===== config.mk =====
export PLATFORM = sky130hd
export DESIGN_NAME = wb2ps_wfifo_seq
export DESIGN_NICKNAME = d
export VERILOG_FILES = /design/src/rtl/wb2ps_wfifo_seq.sv
export SDC_FILE = /design/constraint.sdc
export NUM_CORES = 1
export LEC_CHECK = 0
export BUFFER_PORTS_ARGS = -buffer_cell sky130_fd_sc_hd__buf_2
export CAP_MARGIN = 0
export CORE_ASPECT_RATIO = 1.1
export CORE_MARGIN = 1
export CORE_UTILIZATION = 24
export DETAILED_ROUTE_END_ITERATION = 8
export GPL_TIMING_DRIVEN = 0
export SLEW_MARGIN = 20
export SYNTH_ARGS = -nofsm -noshare
export SYNTH_HDL_FRONTEND = slang
export SYNTH_SLANG_ARGS = --single-unit

===== constraint.sdc =====
create_clock -name cpuclk -period 6.96 [get_ports cpuclk]
set_input_delay 1.044 -clock cpuclk [delete_from_list [all_inputs] [get_ports cpuclk]]
set_output_delay 1.044 -clock cpuclk [all_outputs]
set_load 0.05 [all_outputs]

===== src/rtl/wb2ps_wfifo_seq.sv =====
// wb2ps_wfifo_seq: bus-master sequencer for the wb2ps write-FIFO bridge
// register port (0x030-0x03C). It runs one job per accept: it programs the
// address and area, starts the bridge, streams the words, ends the transfer,
// polls the end flag, clears it, then pulses done_p.
// Optional build macro WB2PS_SEQ_TIMEOUT_EN enables the poll timeout and err.
//
// state | meaning
// IDLE  | waiting for a job, job_ready=1
// WADR  | write 0x030 = destination address
// WARE  | write 0x034 = area in bytes
// STRT  | write 0x03C = 0x1 (start)
// DATA  | stream source words to 0x038
// ENDW  | write 0x03C = 0x2 (end)
// GAP   | bus idle for POLL_GAP cycles
// POLL  | read 0x03C, bit 8 = end flag
// CLR   | write 0x03C = 0x100 (clear flag)
// DONE  | one-cycle done_p
module wb2ps_wfifo_seq #(
  parameter int CNT_W    = 20,
  parameter int POLL_GAP = 4,
  parameter int TMO_CYC  = 65535
) (
  input  logic             cpuclk,
  input  logic             WSHRST,
  input  logic             job_valid,
  output logic             job_ready,
  input  logic [31:0]      job_addr,
  input  logic [CNT_W-1:0] job_words,
  input  logic             s_valid,
  input  logic [31:0]      s_data,
  output logic             s_ready,
  output logic [11:0]      m_addr,
  output logic [31:0]      m_wdata,
  output logic [3:0]       m_wstrb,
  output logic             m_valid,
  input  logic             m_ready,
  input  logic [31:0]      m_rdata,
  output logic             busy,
  output logic             done_p,
  output logic             err
);

  localparam int GAP_W = (POLL_GAP > 1) ? $clog2(POLL_GAP + 1) : 1;

  typedef enum logic [3:0] {
    S_IDLE, S_WADR, S_WARE, S_STRT, S_DATA,
    S_ENDW, S_GAP, S_POLL, S_CLR, S_DONE
  } state_t;

  state_t             state, state_nx;
  logic [31:0]        addr_q, area_q;
  logic [CNT_W-1:0]   rem;
  logic [GAP_W-1:0]   gap_cnt;
  logic               accept, tmo_hit, gap_load;
  logic               unused_rdata;

  assign unused_rdata = ^{m_rdata[31:9], m_rdata[7:0]};
  assign accept    = (state == S_IDLE) && job_valid;
  assign job_ready = (state == S_IDLE);
  assign busy      = (state != S_IDLE);
  assign done_p    = (state == S_DONE);
  // reload the gap timer after the end write and after every poll that saw no flag
  assign gap_load  = ((state == S_ENDW) && m_ready) ||
                     ((state == S_POLL) && m_ready && !m_rdata[8] && !tmo_hit);

  // state register
  always_ff @(posedge cpuclk or posedge WSHRST) begin
    if (WSHRST) state <= S_IDLE;
    else        state <= state_nx;
  end

  // job registers, remaining word count and poll gap down-counter
  always_ff @(posedge cpuclk or posedge WSHRST) begin
    if (WSHRST) begin
      addr_q  <= '0;
      area_q  <= '0;
      rem     <= '0;
      gap_cnt <= '0;
    end else begin
      if (accept) begin
        addr_q <= job_addr;
        area_q <= 32'(job_words) << 2;
        rem    <= job_words;
      end else if ((state == S_DATA) && s_valid && m_ready) begin
        rem <= rem - CNT_W'(1);
      end
      if (gap_load)                              gap_cnt <= GAP_W'(POLL_GAP - 1);
      else if ((state == S_GAP) && (gap_cnt != 0)) gap_cnt <= gap_cnt - GAP_W'(1);
    end
  end

  // next state and bus outputs; outputs follow state so reset clears them at once
  always_comb begin
    state_nx = state;
    m_valid  = 1'b0;
    m_addr   = 12'h000;
    m_wdata  = 32'h0;
    m_wstrb  = 4'h0;
    s_ready  = 1'b0;
    case (state)
      S_IDLE: if (job_valid) state_nx = S_WADR;
      S_WADR: begin
        m_valid = 1'b1; m_addr = 12'h030; m_wdata = addr_q; m_wstrb = 4'hF;
        if (m_ready) state_nx = S_WARE;
      end
      S_WARE: begin
        m_valid = 1'b1; m_addr = 12'h034; m_wdata = area_q; m_wstrb = 4'hF;
        if (m_ready) state_nx = S_STRT;
      end
      S_STRT: begin
        m_valid = 1'b1; m_addr = 12'h03C; m_wdata = 32'h1; m_wstrb = 4'hF;
        if (m_ready) state_nx = (rem == '0) ? S_ENDW : S_DATA;
      end
      S_DATA: begin
        m_valid = s_valid; m_addr = 12'h038; m_wdata = s_data; m_wstrb = 4'hF;
        s_ready = s_valid && m_ready;
        if (s_valid && m_ready && (rem == CNT_W'(1))) state_nx = S_ENDW;
      end
      S_ENDW: begin
        m_valid = 1'b1; m_addr = 12'h03C; m_wdata = 32'h2; m_wstrb = 4'hF;
        if (m_ready) state_nx = S_GAP;
      end
      S_GAP: if (gap_cnt == '0) state_nx = S_POLL;
      S_POLL: begin
        m_valid = 1'b1; m_addr = 12'h03C;
        if (m_ready) state_nx = (m_rdata[8] || tmo_hit) ? S_CLR : S_GAP;
      end
      S_CLR: begin
        m_valid = 1'b1; m_addr = 12'h03C; m_wdata = 32'h100; m_wstrb = 4'hF;
        if (m_ready) state_nx = S_DONE;
      end
      S_DONE: state_nx = S_IDLE;
      default: state_nx = S_IDLE;
    endcase
  end

`ifdef WB2PS_SEQ_TIMEOUT_EN
  localparam int TMO_W = ($clog2(TMO_CYC + 1) > 16) ? $clog2(TMO_CYC + 1) : 16;
  logic [TMO_W-1:0] tmo_cnt;
  logic             err_q;

  assign tmo_hit = (tmo_cnt == TMO_W'(1));
  assign err     = err_q;

  // poll budget down-counter; the last flagless poll raises the sticky err
  always_ff @(posedge cpuclk or posedge WSHRST) begin
    if (WSHRST) begin
      tmo_cnt <= '0;
      err_q   <= 1'b0;
    end else if (accept) begin
      tmo_cnt <= TMO_W'(TMO_CYC);
      err_q   <= 1'b0;
    end else if ((state == S_POLL) && m_ready && !m_rdata[8]) begin
      if (tmo_hit)        err_q   <= 1'b1;
      if (tmo_cnt != '0)  tmo_cnt <= tmo_cnt - TMO_W'(1);
    end
  end
`else
  localparam int unused_tmo = TMO_CYC;
  assign tmo_hit = 1'b0;
  assign err     = 1'b0;
`endif

endmodule


==> Word-level counts from Yosys, hierarchy flattened <==
Cells that the tools add are included.
{ "word_totals": {"register_bits": 79, "latchBits": 0, "ramBits": 0, "rom_bits": 0, "inputBits": 121, "output_inout_bits": 54, "elab_cells": 69, "n_memories": 0} }
{ "op_classes": {"add_sub_neg": 2, "multipliers": 0, "div_mod_pow": 0, "magnitude_cmp": 0, "n_eq_ne": 19, "shift": 0, "muxes": 21, "bitwise_logic": 0, "reduce_logical": 22} }
{ "ops": {"columns": ["cell", "n"], "rows": [
  ["$pmux 32 s6", 1],
  ["$mux 4", 11],
  ["$mux 20", 2],
  ["$pmux 4 s9", 1],
  ["$pmux 6 s4", 1],
  ["$eq 20x1->1 const B", 1],
  ["$logic_not 20->1", 1],
  ["$sub 20x1->20 const B", 1],
  ["$eq 4x3->1 const B", 4],
  ["$ne 2x2->1 const B", 7],
  ["$reduce_or 6->1", 2],
  ["$logic_and 1x1->1", 9],
  ["$reduce_and 9->1", 1],
  ["$eq 4x2->1 const B", 2],
  ["$eq 4x4->1 const B", 2],
  ["$mux 3", 2],
  ["$eq 4x1->1 const B", 1],
  ["$logic_not 4->1", 1],
  ["$ne 2x1->1 const B", 2],
  ["$reduce_bool 2->1", 2],
  ["$reduce_bool 4->1", 1],
  ["$reduce_or 4->1", 1],
  ["$logic_not 3->1", 1],
  ["$reduce_bool 3->1", 1],
  ["5 further kinds", 6]
]} }

==> Depth between registers and ports, before layout <==
Gate-level depths: netlist of the first run.
{ "depth": {"ltp_word": 5, "ltp_mapped": 9, "depth_no_buf": 7} }

==> Worst setup path after synthesis of the first run <==
OpenSTA, ideal clock, no wires.
{ "synth_path": {"kind": "register -> output", "start": "register state[0]", "end": "output m_addr[5]", "arrival_time_ns": 2.712, "t_required_ns": 5.916, "path_slack_ns": 3.204, "stages_incl_launch_ff": 6, "n_path_buf": 2, "cell_sequence": "dfrtp_1 > clkbuf_1 > mux2i_1 > o21ai_0 > or3_1 > buf_4"} }
{ "synth_between": {"elab_chain_cells": 3, "elab_cells_between_ends": 9, "cone_classes": "eq/ne: 7; mux: 1; reduce/logical: 1"} }
{ "synth_rtl": {"columns": ["item", "line_no", "rtl"], "rows": [
  ["from (decl)", "50", "state_t state, state_nx;"],
  ["from (signal assigned)", "69", "else state <= state_nx;"],
  ["$eq 4x3->1, or another cell as far along", "100", "case (state)"],
  ["$reduce_or 4->1 (no line)", null, null],
  ["$pmux 6 s4 *", "100", null],
  ["to (decl)", "32", "output logic [11:0] m_addr,"]
]} }
Every way passes the cells marked *; elsewhere a longest branch is shown, timed or not.

==> Final worst setup path of the first run <==
{ "layout_path": {"start": "register state[0]", "end": "output m_wdata[27]"} }
{ "layout_between": {"elab_chain_cells": 2, "elab_cells_between_ends": 7, "cone_classes": "eq/ne: 6; mux: 1"} }
{ "layout_rtl": {"columns": ["item", "line_no", "rtl"], "rows": [
  ["$eq 4x4->1, or another cell as far along", "100", null],
  ["$pmux 32 s6 *", "100", null],
  ["to (decl)", "33", "output logic [31:0] m_wdata,"]
]} }
Marks and branches as above.

==> results of run 1 <==
[worst max path at each step]
stage | depth (start not counted) | to | slack (ns) | startpoint
after floorplan | 5 | m_addr[5] | 3.20 | state[0]
final | 6 | m_wdata[27] | 3.31 | state[0]
after detailed placement | 6 | m_wdata[27] | 3.69 | state[0]
after global placement | 2 | gap_cnt[0] | 2.76 | WSHRST
after global routing | 7 | m_wdata[3] | 3.10 | state[0]
after CTS | 6 | m_wdata[27] | 3.32 | state[0]
[critical path, delay by kind of cell (launching register included)]
kind / cells / cell delay, ns
buf+inv: 3 / 1.16
simple gates: 2 / 0.45
flops: 1 / 0.40
compound gates: 1 / 0.24
[per-stage QoR]
stage | instance area [sq um] | hold slack, ns | utilization | instances | setup WS, ns
floorplan | 4224 | 0.4446 | - | 495 | 3.204
global placement | 5187 | 0.4584 | 0.3037 | 863 | 2.764
detailed placement | 5218 | 0.4634 | 0.3055 | 864 | 3.685
CTS | 5528 | 0.4785 | 0.3237 | 880 | 3.315
global route | 5528 | 0.5024 | 0.3237 | 880 | 3.099
finish | 5528 | 0.4762 | 0.3237 | 880 | 3.309
[cells in the mapped netlist, types with 5 or more instances]
master | count | share of area
nand2_1 | 166 | 0.15
a222oi_1 | 19 | 0.045
nor2b_1 | 5 | 0.0075
inv_1 | 25 | 0.022
a21oi_1 | 8 | 0.0095
xnor2_1 | 18 | 0.038
dfrtp_1 | 79 | 0.47
buf_4 | 13 | 0.023
nor2_1 | 16 | 0.014
a22o_1 | 10 | 0.021
ha_1 | 5 | 0.015
clkbuf_1 | 28 | 0.025
o21ai_0 | 21 | 0.025
nor3_1 | 7 | 0.0084
nor4_1 | 7 | 0.010
[routing by layer]
metal | GRT usage | share of wire | vias up
met2 | 0.2703 | 0.49 | 136
met1 | 0.1967 | 0.43 | 1872
met5 | 0 | 0 | -
met3 | 0.03833 | 0.070 | 11
met4 | 0.03591 | 0.0093 | 0
li1 | - | - | 1924
[cell type report]
| type | instances | area share |
|---|---|---|
| Sequential cell | 79 | 0.3576 |
| Multi-Input combinational cell | 346 | 0.3495 |
| Timing Repair Buffer | 135 | 0.1263 |
| Tap cell | 234 | 0.05297 |
| Clock buffer | 13 | 0.04889 |
| Buffer | 45 | 0.04006 |
| Inverter | 25 | 0.01743 |
| Clock inverter | 3 | 0.007243 |
[cell families (layout without fill, tap and decap cells)]
family                   count (synthesis)  in the layout
buffers and inverters                   70            221
AND/OR/NAND/NOR                        234            234
flip-flops                              79             79
XOR/XNOR                                21             21
AO/OA/AOI/OAI                           73             73
other                                    1              9
adder cells (fa/ha/maj)                  5              5
multiplexers                             4              4
[placed cells by master (no fill, tap or decap), types with 10 or more instances in the layout]
cell type  synthesis  routed
a22o_1            10      10
o21ai_0           21      21
a222oi_1          19      19
buf_2              3     137
nor2_1            16      16
nand2_1          166     166
dfrtp_1           79      79
buf_4             13      13
inv_1             25      24
clkbuf_1          28      29
xnor2_1           18      18
[state kept, by name (all words and copies together), names as in the netlist]
register / cells
area_q: 20
state: 4
addr_q: 32
rem: 20
gap_cnt: 3
[power by group]
group          leakage [uW]  internal [uW]  switching, uW
clock              0.000156            306            182
sequential         0.000982            671            155
combinational       0.00177            414            927
==> results.yml, run 1 <==
setup_path:
  crit_path_top_delay_cell: "clkbuf_1"
  required_ns: 5.92
  cpPeakStageDelay_ns: 0.55
  worst-r2r-setup-slack_ns: 4.52
  crit_arrival_ns: 2.61
  cp_common_cell: "clkbuf_1"
  r2r_end: "state[3]"
  critPathCaptureType: "output pin"
  crit_chain: "clkbuf_1 -> nand2b_1 -> nor3_1 -> clkbuf_1 -> a22o_1 -> buf_2"
  worst-path-max-fanout: 10
  r2r_start: "rem[8]"
  critical_path.startpoint_type: "flip-flop"
  r2r_cells: 5
  crit_type: "flip-flop to output pin"
clocking:
  postCtsHoldBufs: 0
  cts.sinks: 79
  clock_latency_ns: 0.33
  clockBufferDepth: 2
  ctsResizeCount: 0
  cts_tree: "yes"
  root_buffer: "clkbuf_16"
  post_cts_buffers: 0
  numCtsBuffers: 9
  cts.clk_slew.worst_paths_ns: 0.06
  htreeDepth: 3
power_and_ir_drop:
  vdd_ir_drop_max_uv: 286.8
  p_leak_uw: 0.002903
  cellPowerDensity_nw_per_um2: 480.3
  power_uw: 2655
cells_and_area:
  regArea_sq_um: 1977
  area_growth_pct: 31.80
  multi_input_area_sq_um: 1932
  nets: 767
  drive_gt1_frac: 0.2693
  fill_cells: 1861
  num_antenna_cells: 0
placement:
  gp_congestion: 0.8412
  port_buffers: 134
  hpwl_mm: 10.30
grt:
  grt_antenna_before_repair: 2
  grt_pass1_wl_mm: 21.69
  grtUsageTotal: 0.1568
  grt_overflow: 0
  grt_pass1_vias: 4056
  grt_max_degree: 55
timing:
  worst_slew_pin_slew_ns: 0.6987
  finalHoldViolCount: 0
  period_share: 0.5246
  maxSlewHeadroom: 0.5342
  grt_setup_unrepaired: "false"
  fmax_ghz: 0.2739
  finalSetupViolCount: 0
  report.final.slew_viol_count: 0
  min_period_ns: 3.651
  fin_skew_ns: 0.003356
  tns_ns: 0
worst_hold_path:
  hold_path_end: "addr_q[13]"
  hold_path.startpoint: "addr_q[13]"
  min_path_cells: 2
  hold_path.class: "flip-flop to flip-flop"
floorplan:
  die_w_um: 128.0
  die_y_um: 140.6
  die_area_sq_um: 18010
  ios: 175
  row_count: 50
  initial_core_util: 0.2456
  core_area_sq_um: 17080
synthesis:
  synth_compound_area_frac: 0.1289
  synthMuxAreaShare: 0.01044
  synth_simple_gate_area_frac: 0.2545
  synthXorXnorAreaFrac: 0.04385
  synth.avg_cell_area_sq_um: 8.612
  synthCells: 487
  synth_top_family_by_area: "simple AND/OR/NAND/NOR gates"
  ys_ff_latch: 79
  async_flop_share: 1.000
  yosysWarnings: 0
  synth_fa_ha_area_frac: 0.01492
  syn_area_sq_um: 4194
  synth_edf_count: 0
  ys_seq_area_frac: 0.4714
  synthFlopType: "dfrtp_1"
  synth.distinct_cells: 46
route:
  drc: 0
  antenna_left: 0
  vias: 3943
  wl_per_cell_um: 15.31
  routed_wl_mm: 13.47
  via_per_inst: 4.481
  firstDrtPassIters: 5
  initialDrtViolationCount: 272
status:
  outcome: "finished clean"
run:
  max_cap_viol_count: 0
Power figures use the tool's default switching activity.
==> inputs of run 2 (changes only) <==
- clock period: 6.96 -> 3.16 ns (I/O delays scaled with it)
==> run 2 against run 1 <==
Against the previous run: total power up 120%; clock power up 100%; via count about the same; clock skew is 0.0042 ns higher; non-clock buffer count is the same; global-route usage shrank 0.27 points; combinational power rose by 120%; sequential share of layout area rose by 0.20 points; wire length is 0.50% lower; first-iteration DRC count down 15%; critical endpoint is now m_wdata[2]; largest cell class unchanged; largest power group unchanged.
==> results.yml, run 2 (synthesis gave the netlist of run 1 again) <==
status:
  outcome: "finished clean"
grt:
  grt_antenna_before_repair: 0
  grt_pass1_wl_mm: 20.91
  grtUsageTotal: 0.1541
  grt_pass1_vias: 3788
  grt_overflow: 0
  grt_max_degree: 54
power_and_ir_drop:
  cellPowerDensity_nw_per_um2: 1046
  vdd_ir_drop_max_uv: 563.7
  power_uw: 5751
  p_leak_uw: 0.002899
cells_and_area:
  top_register: "addr_q"
  regArea_sq_um: 1977
  num_antenna_cells: 0
  nets: 767
  fill_cells: 1853
  final_common_cell: "nand2_1"
  area_growth_pct: 31.09
  multi_input_area_sq_um: 1932
  drive_gt1_frac: 0.2740
  mostFrequentLayoutCells: "nand2_1, buf_2, dfrtp_1"
  reg.largest.list: "addr_q: 32 flops, area_q: 20 flops, rem: 20 flops"
  largest_reg_flops: 32
timing:
  finalSetupViolCount: 0
  fmax_ghz: 0.3352
  maxSlewHeadroom: 0.4951
  holdWs_ns: 0.1177
  worst_slew_pin_slew_ns: 0.7574
  report.final.slew_viol_count: 0
  finalHoldViolCount: 0
  fin_skew_ns: 0.007602
  min_period_ns: 2.983
  grt_setup_unrepaired: "false"
  period_share: 0.9441
route:
  via_per_inst: 4.484
  drc: 0
  vias: 3946
  initialDrtViolationCount: 232
  wl_per_cell_um: 15.23
  firstDrtPassIters: 7
  antenna_left: 0
  routed_wl_mm: 13.40
clocking:
  cts.sinks: 79
  cts_tree: "yes"
  numCtsBuffers: 9
  cts.clk_slew.worst_paths_ns: 0.06
  root_buffer: "clkbuf_16"
  clockBufferDepth: 2
  htreeDepth: 3
  clock_latency_ns: 0.33
setup_path:
  critPathCaptureType: "output pin"
  worst-r2r-setup-slack_ns: 0.71
  crit_type: "flip-flop to output pin"
  required_ns: 2.69
  critical_path.startpoint_type: "flip-flop"
  worst-path-max-fanout: 10
  crit_arrival_ns: 2.51
floorplan:
  ios: 175
  die_y_um: 140.6
  core_area_sq_um: 17080
  initial_core_util: 0.2456
  row_count: 50
  die_area_sq_um: 18010
  die_w_um: 128.0
placement:
  gp_congestion: 0.8637
  hpwl_mm: 10.17
  port_buffers: 134
run:
  max_cap_viol_count: 0
worst_hold_path:
  hold_path.class: "primary input to async pin"
==> run 2: cell count changes in the layout (fill, tap and decap cells not counted), sizes merged <==
cell / delta
buf: +1
clkbuf: -2
clkinv: +2
bufinv: -1
==> run 2: final cells by class <==
cell class                      instances  area share
Clock inverter                          4    0.003641
Multi-Input combinational cell        346      0.3514
Buffer                                 45     0.04096
Timing Repair Buffer                  135      0.1270
Clock buffer                           12     0.04665
Tap cell                              234     0.05325
Sequential cell                        79      0.3596
Inverter                               25     0.01752
==> run 2: worst paths after layout <==
kind / from / endpoint / depth (start not counted)
max reg2reg: rem[14] / state[3] / 5
min: WSHRST / addr_q[27] / 2
max in group asynchronous: WSHRST / gap_cnt[0] / 3
min in group cpuclk: job_addr[27] / addr_q[27] / 3
max: state[3] / m_wdata[2] / 6
min reg2reg: addr_q[6] / addr_q[6] / 2
==> run 2: repair_timing <==
item / CTS / global route
setup buffers: 0 / 0
endpoints found under the hold margin: 0 / 0
gates resized for setup: 0 / 7
hold buffers: 0 / 0
setup endpoints to repair: 0 / 29
==> run 2: per-stage QoR <==
stage | setup TNS [ns] | std cells | cell area, sq um | setup WS [ns] | util
2_1_floorplan | 0 | 495 | 4224 | 0.1520 | -
3_3_place_gp | -32.20 | 863 | 5187 | -0.4121 | 0.3037
3_5_place_dp | 0 | 864 | 5218 | 0.4837 | 0.3055
4_1_cts | 0 | 880 | 5494 | 0.1157 | 0.3217
5_1_grt | 0 | 880 | 5498 | 0.00007261 | 0.3219
6_report | 0 | 880 | 5498 | 0.1767 | 0.3219
==> run 2: per-layer routing <==
layer | part of all wire | routed length (um) | GRT usage
met3 | 0.067 | 902 | 0.04175
met4 | 0.013 | 174 | 0.03963
met1 | 0.43 | 5829 | 0.1950
met2 | 0.48 | 6498 | 0.2586
met5 | 0 | 0 | 0
==> run 2: critical path: stages, from the launching register on <==
cell and delay (ns):
dfrtp_1 0.35, buf_2 0.19, nor4b_4 0.48, buf_1 0.53, a222oi_1 0.22, inv_1 0.13
buf_2 0.27
==> run 2: report_power, final <==
group	switching [uW]	internal, uW
Sequential	343	1480
Combinational	2040	913
Clock	410	570
Total	2790	2960
==> inputs of run 3 (changes only) <==
--- a/config.mk
+++ b/config.mk
@@ -7,2 +7,3 @@
 export LEC_CHECK = 0
+export ABC_AREA = 1
 export BUFFER_PORTS_ARGS = -buffer_cell sky130_fd_sc_hd__buf_2
@@ -12,2 +13,3 @@
 export CORE_UTILIZATION = 24
+export CTS_BUF_LIST = sky130_fd_sc_hd__clkbuf_4
 export DETAILED_ROUTE_END_ITERATION = 8
--- a/constraint.sdc
+++ b/constraint.sdc
@@ -3,2 +3,2 @@
 set_output_delay 0.474 -clock cpuclk [all_outputs]
-set_load 0.05 [all_outputs]
+set_load 0.1 [all_outputs]
==> run 3 against run 2 <==
Against the previous run: via count is 15% higher; global-route usage is 0.28 points lower; non-clock buffer count is 7 lower; first-iteration DRC count is 12% higher; clock skew is 0.0078 ns higher; critical endpoint is now m_wdata[9]; final cell count is 17% higher; highest routed layer unchanged.
==> results.yml, run 3 <==
cells_and_area:
  final_common_cell: "nand2_1"
  regArea_sq_um: 1977
  fill_cells: 2068
  area_growth_pct: 25.85
  instances_no_fill: 1028
  multi_input_area_sq_um: 2024
  largest_reg_flops: 32
  nets: 905
  mostFrequentLayoutCells: "nand2_1, buf_2, inv_1"
  drive_gt1_frac: 0.2551
  top_register: "addr_q"
  reg.largest.list: "addr_q: 32 flops, area_q: 20 flops, rem: 20 flops"
synthesis:
  synth.avg_cell_area_sq_um: 7.323
  synthFlopType: "dfrtp_1"
  synth.most_common_cell: "nand2_1"
  synth_top_area_share: 0.4312
  yosysWarnings: 0
  netlist_top_cells_area: "dfrtp_1, nand2_1, inv_1"
  synth.distinct_cells: 35
  synth_common_cells: "nand2_1, inv_1, dfrtp_1"
  yosysTopAreaCell: "dfrtp_1"
  synth_edf_count: 0
  ys_ff_latch: 79
  async_flop_share: 1.000
  synthCells: 626
  ys_seq_area_frac: 0.4312
  syn_area_sq_um: 4584
grt:
  grt_overflow: 0
  grt_antenna_before_repair: 1
  grtUsageTotal: 0.1513
  grt_max_degree: 43
  grt_pass1_vias: 4257
  grt_pass1_wl_mm: 22.78
setup_path:
  startpoint: "state[2]"
  crit_arrival_ns: 2.50
  cpPeakStageDelay_ns: 0.50
  required_ns: 2.69
  crit_family: "buffers and inverters"
  critPathCaptureType: "output pin"
  r2r_start: "rem[0]"
  crit_chain: "nor2_2 -> nand3_1 -> clkbuf_1 -> o211ai_1 -> buf_2"
  cp_num_cells: 5
  crit_type: "flip-flop to output pin"
  r2r_cells: 9
  critical_path.startpoint_type: "flip-flop"
  crit_path_top_delay_cell: "dfrtp_1"
  worst-path-max-fanout: 10
  worst-path-buf-inv: 2
timing:
  worst_slew_pin_slew_ns: 0.6974
  finalHoldViolCount: 0
  period_share: 0.9400
  fmax_ghz: 0.3367
  tns_ns: 0
  grt_setup_unrepaired: "false"
  report.final.slew_viol_count: 0
  fin_skew_ns: 0.01537
  finalSetupViolCount: 0
  min_period_ns: 2.970
  holdWs_ns: 0.05876
  maxSlewHeadroom: 0.5351
floorplan:
  row_count: 52
  die_w_um: 133.8
  ios: 175
  core_area_sq_um: 18540
  die_y_um: 147.0
  die_area_sq_um: 19660
  initial_core_util: 0.2472
route:
  routed_wl_mm: 14.59
  wl_per_cell_um: 14.19
  antenna_left: 0
  drc: 0
  firstDrtPassIters: 4
  initialDrtViolationCount: 259
  via_per_inst: 4.433
  vias: 4557
status:
  outcome: "finished clean"
clocking:
  cts_tree: "yes"
  clock_latency_ns: 0.45
  cts.clk_slew.worst_paths_ns: 0.13
  numCtsBuffers: 9
  clockBufferDepth: 2
  cts.sinks: 79
  root_buffer: "clkbuf_4"
  htreeDepth: 3
run:
  max_cap_viol_count: 0
placement:
  port_buffers: 134
  gp_congestion: 0.8928
  hpwl_mm: 11.40
  place_inst: 1012
worst_hold_path:
  hold_path.class: "primary input to async pin"
## run 3: changes by cell type in the layout (fill, tap and decap cells not counted), sizes merged, moves of 17 or more
cell,previous run,this run
a222oi,19,0
clkbuf,39,17
inv,25,97
nand3,1,39
nor2,16,61
o21ai,24,71
o221ai,0,17
## run 3: metrics by stage
stage                     cell area, sq um    util  setup WS [ns]
final                                 5769  0.3111         0.1897
after global routing                  5769  0.3111        0.03208
after CTS                             5767  0.3110      0.0002935
after detailed placement              5625  0.3034         0.5149
after global placement                5595  0.3018        -0.5116
after floorplan                       4621       -        -0.3478
## run 3: final cells by class
type                    instances  area share
flip-flops and latches         79      0.3427
multi-input cells             419      0.3509
clock buffers                  11     0.01431
plain buffers                  38     0.04381
repair buffers                135      0.1214
inverters                      97     0.06354
diodes                          1   0.0004337
clock inverters                 5     0.01019
well taps                     243     0.05270
## run 3: worst register-to-register path: cells and delay by family (launching register included)
| family | cells | cell delay [ns] |
|---|---|---|
| buffers and inverters | 1 | 0.16 |
| DFF | 1 | 0.45 |
| adders and majority gates | 1 | 0.21 |
| and+or+nand+nor | 7 | 0.97 |
## run 3: per-layer routing
metal,GRT usage,wire (um),share of wire
met1,0.1901,6430,0.44
met5,0,0,0
met4,0.05341,280,0.019
met2,0.2585,7359,0.50
met3,0.02657,517,0.035
## run 3: kinds of logic after synthesis
| group | after synthesis | share of synthesized area |
|---|---|---|
| simple gates | 294 | 0.2751 |
| buf+inv | 136 | 0.1351 |
| compound gates | 108 | 0.1384 |
| flops | 79 | 0.4312 |
| fa+ha+maj | 5 | 0.01365 |
| xor+xnor | 3 | 0.005732 |
| other cells | 1 | 0.0008180 |
## run 3: repair_timing
item | 4_1_cts | 5_1_grt
gates resized for setup | 0 | 2
buffers inserted | 0 | 0
endpoints found under the setup margin | 0 | 6
hold buffers | 0 | 0
## run 3: final timing paths
check	slack, ns	end
min in group cpuclk	0.21	addr_q[8]
worst max register to register	1.27	rem[16]
max in group asynchronous	2.50	addr_q[4]
worst min-delay path	0.06	gap_cnt[1]
worst min register to register	0.49	addr_q[19]
worst max-delay path	0.19	m_wdata[9]
Power of run 3 is left out: the tool's default activity adds up to more than one toggle a clock period on the data nets, which glitch-free logic cannot reach.
